$ cat src/rtl/mem_arbiter.sv
// Two-port round-robin arbiter for the single-port program/data memory.
// Port 0 is the CPU memory port, port 1 is the loader/debug port.
module mem_arbiter #(
    parameter int AW       = 5,
    parameter int DW       = 8,
    parameter int READ_LAT = 1
) (
    input  logic          clk,
    input  logic          rst,
    input  logic          cpu_req,
    input  logic          cpu_we,
    input  logic [AW-1:0] cpu_addr,
    input  logic [DW-1:0] cpu_wdata,
    output logic          cpu_gnt,
    output logic          cpu_done,
    output logic [DW-1:0] cpu_rdata,
    input  logic          ld_req,
    input  logic          ld_we,
    input  logic [AW-1:0] ld_addr,
    input  logic [DW-1:0] ld_wdata,
    output logic          ld_gnt,
    output logic          ld_done,
    output logic [DW-1:0] ld_rdata,
    output logic          mem_en,
    output logic          mem_we,
    output logic [AW-1:0] mem_addr,
    output logic [DW-1:0] mem_wdata,
    input  logic [DW-1:0] mem_rdata,
    output logic          busy
);

    typedef enum logic [1:0] {IDLE, ACCESS, WAIT} state_t;

    localparam logic [1:0] CNT_INIT = 2'(READ_LAT - 1);

    state_t        state;
    logic          last_owner;
    logic          owner_q;
    logic          we_q;
    logic [1:0]    cnt;
    logic          any_req;
    logic          pick_ld;
    logic          grant;

    // On a tie the port that did not win last time gets the memory.
    always_comb begin
        any_req = cpu_req | ld_req;
        pick_ld = (cpu_req & ld_req) ? ~last_owner : ld_req;
        grant   = rst & (state == IDLE) & any_req;
    end

    assign cpu_gnt = grant & ~pick_ld;
    assign ld_gnt  = grant & pick_ld;

    always_ff @(posedge clk or negedge rst) begin
        if (!rst) begin
            state      <= IDLE;
            last_owner <= 1'b1;
            owner_q    <= 1'b0;
            we_q       <= 1'b0;
            cnt        <= 2'd0;
            mem_addr   <= '0;
            mem_wdata  <= '0;
            mem_en     <= 1'b0;
            mem_we     <= 1'b0;
            busy       <= 1'b0;
            cpu_done   <= 1'b0;
            ld_done    <= 1'b0;
            cpu_rdata  <= '0;
            ld_rdata   <= '0;
        end else begin
            cpu_done <= 1'b0;
            ld_done  <= 1'b0;
            mem_en   <= 1'b0;
            mem_we   <= 1'b0;
            case (state)
                IDLE: begin
                    if (any_req) begin
                        owner_q    <= pick_ld;
                        last_owner <= pick_ld;
                        we_q       <= pick_ld ? ld_we : cpu_we;
                        mem_addr   <= pick_ld ? ld_addr : cpu_addr;
                        mem_wdata  <= pick_ld ? ld_wdata : cpu_wdata;
                        mem_en     <= 1'b1;
                        mem_we     <= pick_ld ? ld_we : cpu_we;
                        busy       <= 1'b1;
                        state      <= ACCESS;
                    end
                end
                ACCESS: begin
                    if (we_q) begin
                        if (owner_q) ld_done  <= 1'b1;
                        else         cpu_done <= 1'b1;
                        busy  <= 1'b0;
                        state <= IDLE;
                    end else begin
                        cnt   <= CNT_INIT;
                        state <= WAIT;
                    end
                end
                WAIT: begin
                    if (cnt != 2'd0) begin
                        cnt <= cnt - 2'd1;
                    end else begin
                        // Memory data is valid in the last WAIT cycle.
                        if (owner_q) begin
                            ld_rdata <= mem_rdata;
                            ld_done  <= 1'b1;
                        end else begin
                            cpu_rdata <= mem_rdata;
                            cpu_done  <= 1'b1;
                        end
                        busy  <= 1'b0;
                        state <= IDLE;
                    end
                end
                default: begin
                    busy  <= 1'b0;
                    state <= IDLE;
                end
            endcase
        end
    end

endmodule

$ cat config.mk
export PLATFORM = sky130hd
export DESIGN_NAME = mem_arbiter
export DESIGN_NICKNAME = d
export VERILOG_FILES = /design/src/rtl/mem_arbiter.sv
export SDC_FILE = /design/constraint.sdc
export NUM_CORES = 1
export LEC_CHECK = 0
export CELL_PAD_IN_SITES_DETAIL_PLACEMENT = 2
export CELL_PAD_IN_SITES_GLOBAL_PLACEMENT = 2
export CORE_MARGIN = 2
export CORE_UTILIZATION = 25
export CTS_BUF_LIST = sky130_fd_sc_hd__clkbuf_8
export DETAILED_ROUTE_END_ITERATION = 10
export GPL_ROUTABILITY_DRIVEN = 0
export PLACE_DENSITY_LB_ADDON = 0.05
export SLEW_MARGIN = 20
export SYNTH_ARGS = -nofsm -noshare
export SYNTH_HDL_FRONTEND = slang
export SYNTH_SLANG_ARGS = --single-unit
export TNS_END_PERCENT = 30
$ cat constraint.sdc
create_clock -name clk -period 3.5 [get_ports clk]
set_clock_uncertainty 0.05 [all_clocks]
set_input_delay 0.7 -clock clk [delete_from_list [all_inputs] [get_ports clk]]
set_output_delay 0.7 -clock clk [all_outputs]
set_load 0.05 [all_outputs]
Word level (Yosys, flattened, before mapping)
Index checks and enable logic that the tools add are counted.
- add/subtract/negate cells: 1
- magnitude comparators: 0
- div/mod/pow operators: 0
- multiplexer cells: 27
- shifts and indexed selects: 0
- equal/unequal tests: 7
- reductions and logical operators: 9
- multiply operators: 0
- bitwise logic cells: 10
- operators with widths (operator ; number):
    $mux 1 ; 15
    $reduce_and 3->1 ; 4
    $mux 2 ; 5
    $ne 2x2->1 const B ; 5
    $mux 8 ; 1
    $pmux 2 s3 ; 1
    $and 1x1->1 ; 5
    $mux 5 ; 1
    $not 1->1 ; 4
    $pmux 1 s2 ; 2
    $pmux 2 s2 ; 1
    $reduce_and 2->1 ; 2
    $reduce_bool 2->1 ; 2
    $pmux 1 s3 ; 1
    $eq 2x1->1 const B ; 1
    $eq 2x2->1 const B ; 1
    $logic_not 2->1 ; 1
    $sub 2x1->2 const B ; 1
    $or 1x1->1 ; 1
- register bits after elaboration: 41
- logic and storage cells: 68
- input bits: 40
- bits in read-only memories: 0
- bits in latches: 0
- bits in writable memories: 0
- memories kept: 0
- output and inout bits: 36

Logic depth before layout (Yosys ltp)
- word-level depth: 5
- gate-level depth with buffers: 7
- mapped depth without buffers: 6

Worst setup path before layout
No wires, ideal clock.
- kind: input port to output port
- start: in ld_req
- end: out ld_gnt
- stages on the path: 3
- arrival time: 1.518 ns
- buffers on the path: 1
- required time: 2.750 ns
- path slack: 1.232 ns
- path through: a21boi_4 -> buf_6 -> and3_1
- cells in the longest elaborated chain, start to end: 3
- elaborated cells on any way between the ends: 5
- those cells by class: mux (1); bitwise (4)
- RTL lines (element ; RTL line ; source):
    from (decl) ; 17 ; input logic ld_req,
    $or 1x1->1 / $and 1x1->1 (equally long branches) ; 47, 48 ;
    $and 1x1->1 / $mux 1 (equally long branches) ; 49, 48 ;
    $and 1x1->1 (*) ; 53 ; assign ld_gnt = grant & pick_ld;
    to (decl) ; 21 ; output logic ld_gnt,
Mark *: on every way between the ends. The rest lies on a longest branch, timed or not.

Final worst setup path
- start: in cpu_req
- end: out cpu_gnt
- cells in the longest elaborated chain, start to end: 4
- elaborated cells on any way between the ends: 6
- those cells by class: mux (1); bitwise (5)
- RTL lines (element ; RTL line ; source):
    from (decl) ; 10 ; input logic cpu_req,
    $and 1x1->1 ; 48 ; pick_ld = (cpu_req & ld_req) ? ~last_owner : ld_req;
    $mux 1 ; 48 ;
    $not 1->1 ; 52 ; assign cpu_gnt = grant & ~pick_ld;
    $and 1x1->1 (*) ; 52 ;
    to (decl) ; 14 ; output logic cpu_gnt,
Marked as above.

==> run metrics <==
outcome=completed; Worst VDD drop=0.3079 mV; most frequent cells in the layout=clkdlybuf4s50_1 (72), dfrtp_1 (40), a21oi_1 (27); complex-gate fraction of the synthesized area=0.1527; Post-DRT Antenna Nets=0; post-synthesis mux area share=0.1147; routed len/inst=15.81 µm; vias in the first global route=1,830; Total Routing Usage GR=0.1419; growth of design area from synthesis to finish=53.02%; unrepaired setup endpoints after global routing=no; Clock Sinks=41; Initial Utilization=0.2555; die height=89.86 µm; DR iter-0 viols=25; Worst-path clk slew=0.08 ns; Fin. Hold Viols=0; crit path cell chain=clkdlybuf4s50_1 -> a21bo_2 -> and3_1 -> buf_4; period utilization=0.8264; Tot Pwr=3.011 mW; synth warn=0; Cell Rows=31; slowest CP cell=clkdlybuf4s50_1; crit-path max FO=15; post-synthesis adder-cell area fraction=0.03394; ant diodes=0; initial antenna violation count=0; storage element area=0.001027 mm²; Final Setup Violations=0; Die W=89.86 µm; Mapped Area=0.001843 mm²; Synth Area in XOR/XNOR=0; worst hold slack=0.2228 ns; HP Class=primary input to async pin; critical path class=primary input to output pin; Tmin final=2.892 ns; Final HPWL DP=4.085 mm; cts repair resizes=0; Slew @ Worst Pin=0.5271 ns; pin count of the biggest net entering global routing=33; clock insertion delay at the later pin of the skew report=0.29 ns; Layout Nets=285; Final TNS setup=0 ns; most common cell after layout, fill and taps aside=clkdlybuf4s50_1; largest family of logic cells by synthesized area=compound AO/OA/AOI/OAI gates; static leakage=1.181 nW; Vias/cell=4.529; area of the multi-input gates=752.0 µm²; total CTS buffers=5; Req. time, crit path=2.75 ns; H-tree levels=2; Power per Cell Area=1068 mW/mm²; placed cell count=332; Core Footprint=0.007214 mm²; register bit total from synthesis=41; simple-gate area share of the yosys netlist=0.1066; num ports=76; Remaining Overflow, GRT=0; die area=0.008075 mm²; first-pass GRT wire length=9.142 mm; fraction of layout cells with a size suffix above 1=0.1660; cells after synthesis=160; Synthesized Nets=205; WP data arrival=2.14 ns; Worst setup EP type=output pin; part of the Yosys area used for sequential elements=0.5574; Pre-Repair DR Iteration Count=4; Rel. slew slack=0.6475; number of fill cells=792; fin cells=340; slowest stage delay, CP=0.63 ns; Yosys cell types=37; Root Buffer=clkbuf_8; Clock Path Buffers=2; drc violations=0; Slew Viols, Final=0; Placement Setup Slack=0.5708 ns; post-CTS setup buffers=0; total of max-cap violations=0; IO Port Bufs=75; Worst Setup Start Kind=primary input; Avg Cell Area, Syn=11.52 µm²; via count=1,540; FMAX=345.7 MHz; cts hold-fix bufs=0; setup ws final=0.6077 ns; DRT Wirelength=5.374 mm; CTS tree=done
==> Yosys cell counts, drive strengths merged <==
library cell | count | share of area
a211oi | 1 | 0.0041
a21bo | 1 | 0.0054
a21boi | 1 | 0.010
a21o | 1 | 0.0041
a21oi | 29 | 0.083
a22o | 2 | 0.0095
a22oi | 1 | 0.0041
a2bb2oi | 1 | 0.0048
a31oi | 1 | 0.0034
and3 | 2 | 0.0068
and3b | 1 | 0.0048
buf | 5 | 0.023
dfrtp | 40 | 0.54
dfstp | 1 | 0.014
ha | 5 | 0.034
inv | 5 | 0.012
mux2 | 17 | 0.10
mux2i | 2 | 0.011
nand2 | 14 | 0.029
nand3 | 2 | 0.0081
nand3b | 1 | 0.0061
nor2 | 17 | 0.035
nor2b | 2 | 0.0081
nor3 | 2 | 0.0054
nor3b | 1 | 0.0041
o211ai | 1 | 0.0041
o21ai | 2 | 0.012
o22ai | 1 | 0.0034
o32a | 1 | 0.0054
==> per-stage QoR <==
step / util / area (µm²)
4_1_cts: 0.3909 / 2820
3_3_place_gp: 0.3743 / 2700
6_report: 0.3909 / 2820
3_5_place_dp: 0.3743 / 2700
5_1_grt: 0.3909 / 2820
2_1_floorplan: - / 1843
==> layout make-up <==
class,count,share of cell area
Sequential cell,41,0.3642
Timing Repair Buffer,78,0.2751
Multi-Input combinational cell,109,0.2666
Tap cell,99,0.04392
Clock buffer,6,0.02928
Clock inverter,2,0.01331
Inverter,5,0.007542
==> layer usage <==
| metal | vias to the layer above | wire [µm] | global-route usage |
|---|---|---|---|
| met5 | - | 0 | 0 |
| met3 | 6 | 300 | 0.04275 |
| li1 | 719 | - | - |
| met2 | 47 | 2924 | 0.2689 |
| met1 | 768 | 2088 | 0.1524 |
| met4 | 0 | 60 | 0.03846 |
==> final timing paths <==
check	from	end	slack (ns)	depth (start not counted)
worst max-delay path	cpu_req	cpu_gnt	0.61	4
max in group asynchronous	rst	last_owner	2.45	2
worst min-delay path	rst	mem_wdata[2]	0.22	1
worst max register to register	cnt[1]	ld_rdata[4]	1.80	4
min in group clk	busy	busy	0.46	1
worst min register to register	busy	busy	0.46	1
==> flip-flops by register name (all words and copies together), names as in the netlist, 2 cells and up <==
name / flops
state: 2
cpu_rdata: 8
mem_wdata: 8
cnt: 2
mem_addr: 5
ld_rdata: 8
==> critical path, delay by kind of cell <==
family | cells | cell delay (ns)
buf+inv | 2 | 0.82
compound gates | 1 | 0.40
simple gates | 1 | 0.22
==> cell families (layout without fill, tap and decap cells) <==
kind of cell | count (synthesis) | count (layout)
multiplexers | 19 | 19
flip-flops | 41 | 41
adder cells (fa/ha/maj) | 5 | 5
AO/OA/AOI/OAI | 43 | 43
AND/OR/NAND/NOR | 42 | 42
buffers and inverters | 10 | 91
==> report_power, final <==
part	switching (mW)	total [mW]	internal (mW)
clock network	0.166	0.398	0.232
logic	1.13	1.77	0.634
registers	0.142	0.847	0.705
total	1.44	3.01	1.57
(Power assumes the default switching activity.)
